**config.mk**
```make
export PLATFORM = sky130hd
export DESIGN_NAME = sat_counter
export DESIGN_NICKNAME = d
export VERILOG_FILES = /design/src/rtl/sat_counter.sv
export SDC_FILE = /design/constraint.sdc
export NUM_CORES = 1
export LEC_CHECK = 0
export CAP_MARGIN = 20
export CORE_MARGIN = 8
export CORE_UTILIZATION = 45
export CTS_BUF_LIST = sky130_fd_sc_hd__clkbuf_16
export DETAILED_ROUTE_END_ITERATION = 10
export GPL_TIMING_DRIVEN = 0
export HOLD_SLACK_MARGIN = 0.06
export PLACE_DENSITY_LB_ADDON = 0.08
export SLEW_MARGIN = 5
export SYNTH_ARGS = -nofsm -noshare
export SYNTH_HDL_FRONTEND = slang
export SYNTH_SLANG_ARGS = --single-unit
```
**constraint.sdc**
```tcl
create_clock -name clk -period 2.4 [get_ports clk]
set_input_delay 0.48 -clock clk [delete_from_list [all_inputs] [get_ports clk]]
set_output_delay 0.48 -clock clk [all_outputs]
set_load 0.01 [all_outputs]
```
**src/rtl/sat_counter.sv**
```systemverilog
// Saturating up-counter with a synchronous clear that beats the increment.
module sat_counter #(
    parameter int W = 32
) (
    input  logic         clk,
    input  logic         rst,
    input  logic         inc,
    input  logic         clr,
    output logic [W-1:0] count
);

    logic [W-1:0] count_r;

    // Count up on inc, hold at all-ones, clear wins over increment.
    always_ff @(posedge clk) begin
        if (rst) begin
            count_r <= {W{1'b0}};
        end else if (clr) begin
            count_r <= {W{1'b0}};
        end else if (inc && (count_r != {W{1'b1}})) begin
            count_r <= count_r + {{(W-1){1'b0}}, 1'b1};
        end else begin
            count_r <= count_r;
        end
    end

    assign count = count_r;

endmodule

```
==> results of run 1 <==
stage by stage:
| step | util [%] | cell area [um^2] | hold slack, ps | TNS (ps) | instances |
|---|---|---|---|---|---|
| global placement | 57.2 | 2030 | 486 | -591 | 281 |
| finish | 62.8 | 2230 | 490 | 0 | 294 |
| CTS | 61.0 | 2170 | 516 | 0 | 289 |
| floorplan | - | 1620 | 514 | 0 | 198 |
| detailed placement | 57.2 | 2030 | 503 | -845 | 281 |
| global route | 62.8 | 2230 | 519 | -54.5 | 294 |
where the power goes:
group	switching [W]	total (W)	leakage, nW	internal [W]
combinational	0.0000214	0.0000328	0.366	0.0000114
sequential	0.00000156	0.000535	0.260	0.000534
clock	0.000214	0.000586	0.0738	0.000372
cell usage after synthesis:
cell type / instances
o41ai_1: 1
buf_2: 4
inv_1: 4
o211ai_1: 3
o31a_1: 1
or3_4: 1
or4b_1: 1
xor2_1: 2
nand2_1: 18
o311ai_0: 2
a41o_1: 3
or4_4: 2
nor4_1: 4
or2_2: 1
o21a_1: 1
o31ai_1: 3
o2111ai_2: 1
o21ai_1: 5
or4_1: 4
or3_1: 15
and3_1: 2
xnor2_1: 5
nor3_1: 4
a211oi_1: 2
nand4_4: 1
o311ai_1: 1
o21ai_0: 11
ha_1: 1
nand3_1: 12
o311a_1: 1
nand4_1: 9
and4_1: 1
nor2_1: 16
a21oi_1: 15
a31oi_1: 4
clkbuf_1: 5
dfxtp_1: 32
routing by layer:
layer / vias up / GRT usage (%) / wire length [um]
li1: 850 / - / -
met1: 823 / 18.7 / 1880
met2: 62 / 24.9 / 2230
met3: 9 / 6.25 / 418
met4: 0 / 7.06 / 79
met5: - / 0 / 0
what timing repair did:
item | 4_1_cts | 5_1_grt
resized for setup | 1 | 11
buffers inserted | 0 | 5
setup endpoints to repair | 2 | 17
pin swaps | 0 | 3
worst max path at each step:
stage	slack, ps	depth (start not counted)	from	endpoint
5_1_grt	-20	7	count[11]	count[21]
6_report	120	7	count[24]	count[15]
3_3_place_gp	-240	6	inc	count[26]
3_5_place_dp	-300	6	inc	count[30]
4_1_cts	60	7	count[24]	count[21]
2_1_floorplan	230	6	count[0]	count[26]
cell type report:
type | count | area [um^2] | share of cell area [%]
tap | 48 | 60.1 | 2.70
inverter | 4 | 15.0 | 0.674
clock inverter | 3 | 11.3 | 0.505
multi-input combinational | 153 | 941 | 42.2
sequential | 32 | 646 | 29.0
buffer | 9 | 43.8 | 1.97
clock buffer | 5 | 125 | 5.61
timing repair buffer | 40 | 387 | 17.3
logic make-up (layout without fill, tap and decap cells):
group	Yosys count	count (layout)	synth area share [%]
adders and majority gates	1	1	0.772
DFF	32	32	39.5
buffers and inverters	13	61	3.32
AOI/OAI and AO/OA	54	54	21.4
and+or+nand+nor	91	91	31.2
xor gates and xnor gates	7	7	3.78
worst min-delay path, cell delays in order, from the launching register on:
cell	delay [ps]
dfxtp_2	340
nand3_1	60
o21ai_1	50
==> impl_metrics.env, run 1 <==
export IMPL_holdBufCountCts=0
export IMPL_grt_first_pass_wirelength_mm=7.78
export IMPL_place_hpwl_mm=3.26
export IMPL_first_global_vias=1654
export IMPL_worstHoldPathType="flop to flop"
export IMPL_cell_class_contributing_the_biggest_share_of_worst_path_delay="simple AND/OR/NAND/NOR gates"
export IMPL_max_slew_worst_pin_slew_ps=790
export IMPL_cp_data_required_time_ps=2540
export IMPL_timing_setup_critical_path_class="flop to flop"
export IMPL_p_per_area_mw_per_mm2=518
export IMPL_clock_tree_from_tritoncts="done"
export IMPL_layout_cells_most_common="clkdlybuf4s50_1"
export IMPL_cp_buffers_inverters=2
export IMPL_start_point_of_the_worst_min_delay_path="count[1]"
export IMPL_grt_max_degree=11
export IMPL_finalHoldViolations=0
export IMPL_grt_use_total_pct=15.9
export IMPL_run_status="finished, final reports clean"
export IMPL_pre_cts_ws_ps=-304
export IMPL_drt_initial_drc_count=123
export IMPL_detail_route_first_pass_iterations=4
export IMPL_final_weighted_congestion_in_routability_driven_placement=0.871
export IMPL_synth_top_cells_by_area="dfxtp_1 40%, or3_1 5.8%, a21oi_1 4.6%, nand2_1 4.2%, nand3_1 3.7%"
export IMPL_antenna_diode_count=0
export IMPL_maxCapViolCount=0
export IMPL_slew_viol_final=0
export IMPL_fillers=321
export IMPL_synth_top_cell_area_share_pct=39.5
export IMPL_final_setup_viol_count=0
export IMPL_cts_max_level=2
export IMPL_final_period_utilization_pct=95.2
export IMPL_critPathCaptureType="flop"
export IMPL_vdd_ir_drop_max_mv=0.454
export IMPL_initial_core_util_pct=45.6
export IMPL_ys_ff_latch=32
export IMPL_detail_route_antenna_nets=0
export IMPL_critical_path_reg2reg_endpoint="count[15]"
export IMPL_fp_dieW_um=76.0
export IMPL_clock_pin_transition_on_the_worst_setup_and_hold_timing_paths_ps=50
export IMPL_netlist_instances=198
export IMPL_route_vias_total=1744
export IMPL_clk_root_buffer_cell="clkbuf_16"
export IMPL_achievable_frequency_mhz=438
export IMPL_worst_skew_pair_late_latency_ps=270
export IMPL_post_synth_top_area_cell="dfxtp_1"
export IMPL_cpPeakStageDelay_ps=540
export IMPL_worst_ep_arrival_time_ps=2420
export IMPL_die_h_um=76.0
export IMPL_timing_critical_path_cells="nand4_1, or4_1, clkbuf_1, o311ai_2, buf_4, xnor2_1, nor2_1"
export IMPL_drt_vias_per_instance=5.93
export IMPL_design_portCount=36
export IMPL_timing_rr_start="count[24]"
export IMPL_p_leak_nw=0.700
export IMPL_layout_min_cycle_time_ps=2280
export IMPL_drt_wl_total_mm=4.61
export IMPL_post_synth_num_cell_types=37
export IMPL_drc=0
export IMPL_clock_sinks=32
export IMPL_crit_path_top_delay_cell="or4_1"
export IMPL_maxSlewHeadroom_pct=47.0
export IMPL_synth_seq_area_share_pct=39.5
export IMPL_setup_slack_ps=116
export IMPL_critPathMaxFanout=10
export IMPL_max_ffs_per_register=32
export IMPL_cts_inserted_buffers=5
export IMPL_antenna_found_initial=0
export IMPL_cts_buffer_depth=2
export IMPL_syn_num_nets=203
export IMPL_min_path_cells=2
export IMPL_r2r_worst_path_depth=7
export IMPL_die_area_mm2=0.00578
export IMPL_syn_area_mm2=0.00162
export IMPL_post_drt_wl_per_cell_um=15.7
export IMPL_gr_total_overflow=0
export IMPL_post_route_cells_drive_above_1_share_pct=11.0
export IMPL_ys_warnings_count=0
export IMPL_ff2ff_setup_slack_ps=120
export IMPL_timing_critical_path_from_type="flop"
export IMPL_synthesis_area_per_instance_um2=8.18
export IMPL_io_buffers=35
export IMPL_most_common_layout_cells="34 x clkdlybuf4s50_1, 28 x dfxtp_1, 18 x nand2_1"
export IMPL_post_layout_total_power_w=0.00115
export IMPL_syn2layout_area_growth_pct=37.5
export IMPL_design_core_area_mm2=0.00355
export IMPL_final_worst_clock_skew_ps=3.96
export IMPL_finalNetCount=250
export IMPL_floorplan_rows=22
export IMPL_worst_hold_end="count[1]"
No activity file was read; power rests on OpenSTA's default activity.
==> inputs of run 2 (changes only) <==
--- a/config.mk
+++ b/config.mk
@@ -6,7 +6,6 @@
 export NUM_CORES = 1
 export LEC_CHECK = 0
 export CAP_MARGIN = 20
-export CORE_MARGIN = 8
 export CORE_UTILIZATION = 45
 export CTS_BUF_LIST = sky130_fd_sc_hd__clkbuf_16
 export DETAILED_ROUTE_END_ITERATION = 10
==> impl_metrics.env, run 2 (synthesis results as in run 1) <==
export IMPL_run_status="finished, final reports clean"
export IMPL_final_weighted_congestion_in_routability_driven_placement=0.882
export IMPL_antenna_diode_count=0
export IMPL_drt_wl_total_mm=4.14
export IMPL_maxSlewHeadroom_pct=51.6
export IMPL_proportion_of_total_power_due_to_net_switching_pct=20.3
export IMPL_p_leak_nw=0.694
export IMPL_vdd_ir_drop_max_mv=0.377
export IMPL_crit_path_top_delay_cell="or4_4"
export IMPL_timing_rr_start="count[1]"
export IMPL_drt_vias_per_instance=5.86
export IMPL_max_slew_worst_pin_slew_ps=720
export IMPL_gr_total_overflow=0
export IMPL_final_worst_clock_skew_ps=3.62
export IMPL_place_hpwl_mm=2.98
export IMPL_intPower_w=0.000917
export IMPL_grt_setup_unrepaired="no"
export IMPL_die_h_um=62.0
export IMPL_sequential_cell_area_um2=643
export IMPL_fillers=292
export IMPL_design_portCount=36
export IMPL_max_ffs_per_register=32
export IMPL_initial_core_util_pct=47.8
export IMPL_detail_route_antenna_nets=0
export IMPL_clk_root_buffer_cell="clkbuf_16"
export IMPL_post_layout_total_power_w=0.00115
export IMPL_post_drt_wl_per_cell_um=14.3
export IMPL_io_buffers=35
export IMPL_multi_input_comb_area_um2=941
export IMPL_cp_data_required_time_ps=2600
export IMPL_achievable_frequency_mhz=443
export IMPL_grt_use_total_pct=23.4
export IMPL_grt_max_degree=11
export IMPL_route_vias_total=1694
export IMPL_ff2ff_setup_slack_ps=140
export IMPL_cp_buffers_inverters=0
export IMPL_combPwrFrac_pct=2.9
export IMPL_layout_min_cycle_time_ps=2260
export IMPL_worstHoldPathType="flop to flop"
export IMPL_fp_dieW_um=62.0
export IMPL_antenna_found_initial=0
export IMPL_grt_first_pass_wirelength_mm=6.42
export IMPL_design_core_area_mm2=0.00339
export IMPL_worst_hold_end="count[26]"
export IMPL_drc=0
export IMPL_floorplan_rows=21
export IMPL_worst_skew_pair_late_latency_ps=270
export IMPL_critPathMaxFanout=5
export IMPL_critPathCaptureType="flop"
export IMPL_critical_path_most_common_cell="or4_4"
export IMPL_final_period_utilization_pct=94.1
export IMPL_drt_initial_drc_count=68
export IMPL_finalHoldViolations=0
export IMPL_min_path_cells=2
export IMPL_total_switching_power_w=0.000234
export IMPL_slew_viol_final=0
export IMPL_timing_setup_critical_path_class="flop to flop"
export IMPL_maxCapViolCount=0
export IMPL_p_per_area_mw_per_mm2=522
export IMPL_setup_slack_ps=142
export IMPL_finalNetCount=247
export IMPL_worst_ep_arrival_time_ps=2460
export IMPL_critical_path_reg2reg_endpoint="count[30]"
export IMPL_r2r_worst_path_depth=6
export IMPL_clock_pin_transition_on_the_worst_setup_and_hold_timing_paths_ps=50
export IMPL_timing_critical_path_from_type="flop"
export IMPL_cts_max_level=2
export IMPL_post_route_cells_drive_above_1_share_pct=9.05
export IMPL_detail_route_first_pass_iterations=4
export IMPL_seq_power_share_pct=46.5
export IMPL_cpPeakStageDelay_ps=530
export IMPL_timing_critical_path_cells="ha_2, nand2_1, or4_4, or4_4, or3_1, a21oi_1"
export IMPL_cts_buffer_depth=2
export IMPL_layout_cells_most_common="clkdlybuf4s50_1"
export IMPL_clock_tree_from_tritoncts="done"
export IMPL_syn2layout_area_growth_pct=36.1
export IMPL_die_area_mm2=0.00384
export IMPL_power_clock_fraction_pct=50.6
export IMPL_cell_class_contributing_the_biggest_share_of_worst_path_delay="simple AND/OR/NAND/NOR gates"
export IMPL_start_point_of_the_worst_min_delay_path="count[26]"
export IMPL_first_global_vias=1393
export IMPL_most_common_layout_cells="34 x clkdlybuf4s50_1, 30 x dfxtp_1, 18 x nand2_1"
export IMPL_holdBufCountCts=0
export IMPL_cts_inserted_buffers=5
export IMPL_pre_cts_ws_ps=-277
export IMPL_final_setup_viol_count=0
export IMPL_clock_sinks=32
-- run 2: changes by cell type in the layout (fill, tap and decap cells not counted), sizes merged --
cell / change
dlymetal6s2s: +1
buf: -4
clkbuf: +1
dlygate4sd2: -1
-- run 2: worst reg2reg max path: cells and delay by family (launching register included) --
kind / cells / cell delay (ps)
simple gates: 4 / 1450
compound gates: 1 / 130
flops: 1 / 390
fa+ha+maj: 1 / 220
-- run 2: worst max path at each step --
stage / start / end / slack (ps) / cells past startpoint
after floorplan: count[0] / count[26] / 230 / 6
after CTS: inc / count[26] / 10 / 6
after detailed placement: inc / count[26] / -280 / 6
after global routing: count[1] / count[26] / 10 / 6
after global placement: inc / count[30] / -250 / 6
final: count[1] / count[30] / 140 / 6
-- run 2: power groups by stage --
stage                     registers (W)  clock network, W  logic (W)
final                          0.000535          0.000583  0.0000331
after global routing           0.000535          0.000614  0.0000362
after CTS                      0.000535          0.000592  0.0000323
after detailed placement       0.000546                 0  0.0000322
after global placement         0.000546                 0  0.0000316
after floorplan                0.000546                 0  0.0000154
-- run 2: repair_timing --
action / 4_1_cts / 5_1_grt
setup buffers: 0 / 2
gates resized for setup: 0 / 9
setup endpoints to repair: 0 / 14
-- run 2: routing by layer --
metal / up-vias / routed length [um] / global-route usage, %
li1: 842 / - / -
met1: 797 / 1850 / 29.5
met2: 48 / 2020 / 37.5
met3: 7 / 209 / 4.97
met4: 0 / 68 / 12.1
met5: - / 0 / 0
-- run 2: area by class of cell --
cell class              count  share of cell area [%]
well taps                  46                    2.61
flip-flops and latches     32                    29.2
repair buffers             37                    16.7
multi-input cells         153                    42.7
clock inverters             3                   0.511
plain buffers               9                    1.99
clock buffers               5                    5.68
inverters                   4                   0.681
-- run 2: stage by stage --
stage	util [%]	hold WS, ps	instances	area (um^2)	TNS (ps)
3_3_place_gp	59.8	486	279	2030	-592
3_5_place_dp	59.8	509	279	2030	-994
4_1_cts	63.9	515	287	2160	0
2_1_floorplan	-	514	198	1620	0
6_report	65.0	512	289	2200	0
5_1_grt	65.0	546	289	2200	0
==> inputs of run 3 (changes only) <==
--- a/config.mk
+++ b/config.mk
@@ -12,6 +12,7 @@
 export GPL_TIMING_DRIVEN = 0
 export HOLD_SLACK_MARGIN = 0.06
 export PLACE_DENSITY_LB_ADDON = 0.08
+export SETUP_SLACK_MARGIN = 0.3
 export SLEW_MARGIN = 5
 export SYNTH_ARGS = -nofsm -noshare
 export SYNTH_HDL_FRONTEND = slang
==> impl_metrics.env, run 3 (synthesis results as in run 1) <==
export IMPL_run_status="finished, final reports clean"
export IMPL_final_setup_viol_count=0
export IMPL_layout_min_cycle_time_ps=2110
export IMPL_post_drt_wl_per_cell_um=16.7
export IMPL_route_vias_total=1922
export IMPL_worst_ep_arrival_time_ps=2310
export IMPL_cp_data_required_time_ps=2600
export IMPL_fp_dieW_um=62.0
export IMPL_syn2layout_area_growth_pct=59.8
export IMPL_holdBufCountCts=0
export IMPL_worst_skew_pair_late_latency_ps=280
export IMPL_drc=0
export IMPL_final_period_utilization_pct=87.9
export IMPL_most_common_layout_cells="34 x clkdlybuf4s50_1, 32 x buf_4, 17 x nand2_1, 17 x dfxtp_2, 16 x nor2_1"
export IMPL_layout_cells_most_common="clkdlybuf4s50_1"
export IMPL_detail_route_first_pass_iterations=4
export IMPL_totalNegativeSetupSlack_ps=0
export IMPL_clock_pin_transition_on_the_worst_setup_and_hold_timing_paths_ps=50
export IMPL_die_area_mm2=0.00384
export IMPL_maxCapViolCount=0
export IMPL_antenna_diode_count=0
export IMPL_slew_viol_final=0
export IMPL_io_buffers=35
export IMPL_clock_sinks=32
export IMPL_final_weighted_congestion_in_routability_driven_placement=0.949
export IMPL_timing_critical_path_from_type="flop"
export IMPL_gr_total_overflow=0
export IMPL_maxSlewHeadroom_pct=58.7
export IMPL_grt_first_pass_wirelength_mm=7.79
export IMPL_setup_slack_ps=291
export IMPL_antenna_found_initial=0
export IMPL_critPathMaxFanout=5
export IMPL_grtUsageMet3_pct=7.87
export IMPL_drt_vias_per_instance=6.04
export IMPL_max_ffs_per_register=32
export IMPL_grt_max_degree=11
export IMPL_first_global_vias=1682
export IMPL_post_route_cells_drive_above_1_share_pct=33.8
export IMPL_grt_setup_unrepaired="yes"
export IMPL_cts_max_level=2
export IMPL_detail_route_antenna_nets=0
export IMPL_ff2ff_setup_slack_ps=290
export IMPL_finalHoldViolations=0
export IMPL_finalNetCount=279
export IMPL_worst_hold_slack_ps=485
export IMPL_global_route_usage_met2_pct=44.1
export IMPL_die_h_um=62.0
export IMPL_grt_busiest_layer="met2"
export IMPL_groute_layer_met1_usage_pct=35.2
export IMPL_cts_inserted_buffers=5
export IMPL_drt_wl_total_mm=5.30
export IMPL_max_slew_worst_pin_slew_ps=616
export IMPL_clock_tree_from_tritoncts="done"
export IMPL_pre_cts_ws_ps=-279
export IMPL_place_hpwl_mm=3.12
export IMPL_achievable_frequency_mhz=474
export IMPL_clk_root_buffer_cell="clkbuf_16"
export IMPL_p_per_area_mw_per_mm2=439
export IMPL_post_layout_total_power_w=0.00114
export IMPL_final_worst_clock_skew_ps=3.64
export IMPL_critPathCaptureType="flop"
export IMPL_grt_use_total_pct=28.2
export IMPL_timing_setup_critical_path_class="flop to flop"
export IMPL_design_portCount=36
export IMPL_drt_initial_drc_count=158
export IMPL_initial_core_util_pct=47.8
export IMPL_cts_buffer_depth=2
export IMPL_floorplan_rows=21
export IMPL_vdd_ir_drop_max_mv=0.367
export IMPL_p_leak_nw=0.867
export IMPL_worstHoldPathType="flop to flop"
export IMPL_design_core_area_mm2=0.00339
==> run 3: metrics by stage <==
stage               utilization [%]  instances  cell area [um^2]
floorplan                         -        198              1630
detailed placement             60.2        279              2040
finish                         76.4        318              2590
global placement               60.2        279              2040
global route                   76.4        318              2590
CTS                            71.5        308              2420
==> run 3: path summary, 6_finish.rpt <==
path	to	startpoint	cells past startpoint
hold reg to reg	count[7]	count[7]	1
setup / recovery	count[19]	count[18]	11
setup reg to reg	count[19]	count[18]	11
hold / removal	count[7]	count[7]	1
==> run 3: final cells by class <==
type | instances | area, um^2
clock buffers | 5 | 125
inverters | 4 | 15.0
fillers | 245 | 801
multi-input cells | 153 | 1010
plain buffers | 9 | 68.8
well taps | 46 | 57.6
flip-flops and latches | 32 | 703
repair buffers | 69 | 612
==> run 3: power breakdown <==
group / internal [W] / switching [W]
sequential: 0.000522 / 0.00000124
clock: 0.000365 / 0.000211
combinational: 0.0000130 / 0.0000238
==> run 3: worst max-delay path, cell delays in order (launching register included) <==
cell     delay [ps]
dfxtp_2         350
nand4_1         190
buf_4           200
buf_4           130
buf_4           120
buf_4           120
buf_4           120
buf_4           130
buf_6           110
buf_6           110
or3_4           340
a21oi_2         140
==> run 3: metal layers <==
metal / wire, um / vias up / share of wire, %
met2: 2670 / 83 / 50
met1: 2110 / 918 / 40
met5: 0 / - / 0
met4: 107 / 0 / 2.0
li1: - / 907 / -
met3: 412 / 14 / 7.8
==> run 3: timing repair <==
action / 4_1_cts / 5_1_grt
gates resized for setup: 36 / 34
setup endpoints to repair: 29 / 29
pin swaps: 10 / 14
buffers inserted: 23 / 10
gates cloned: 1 / 0
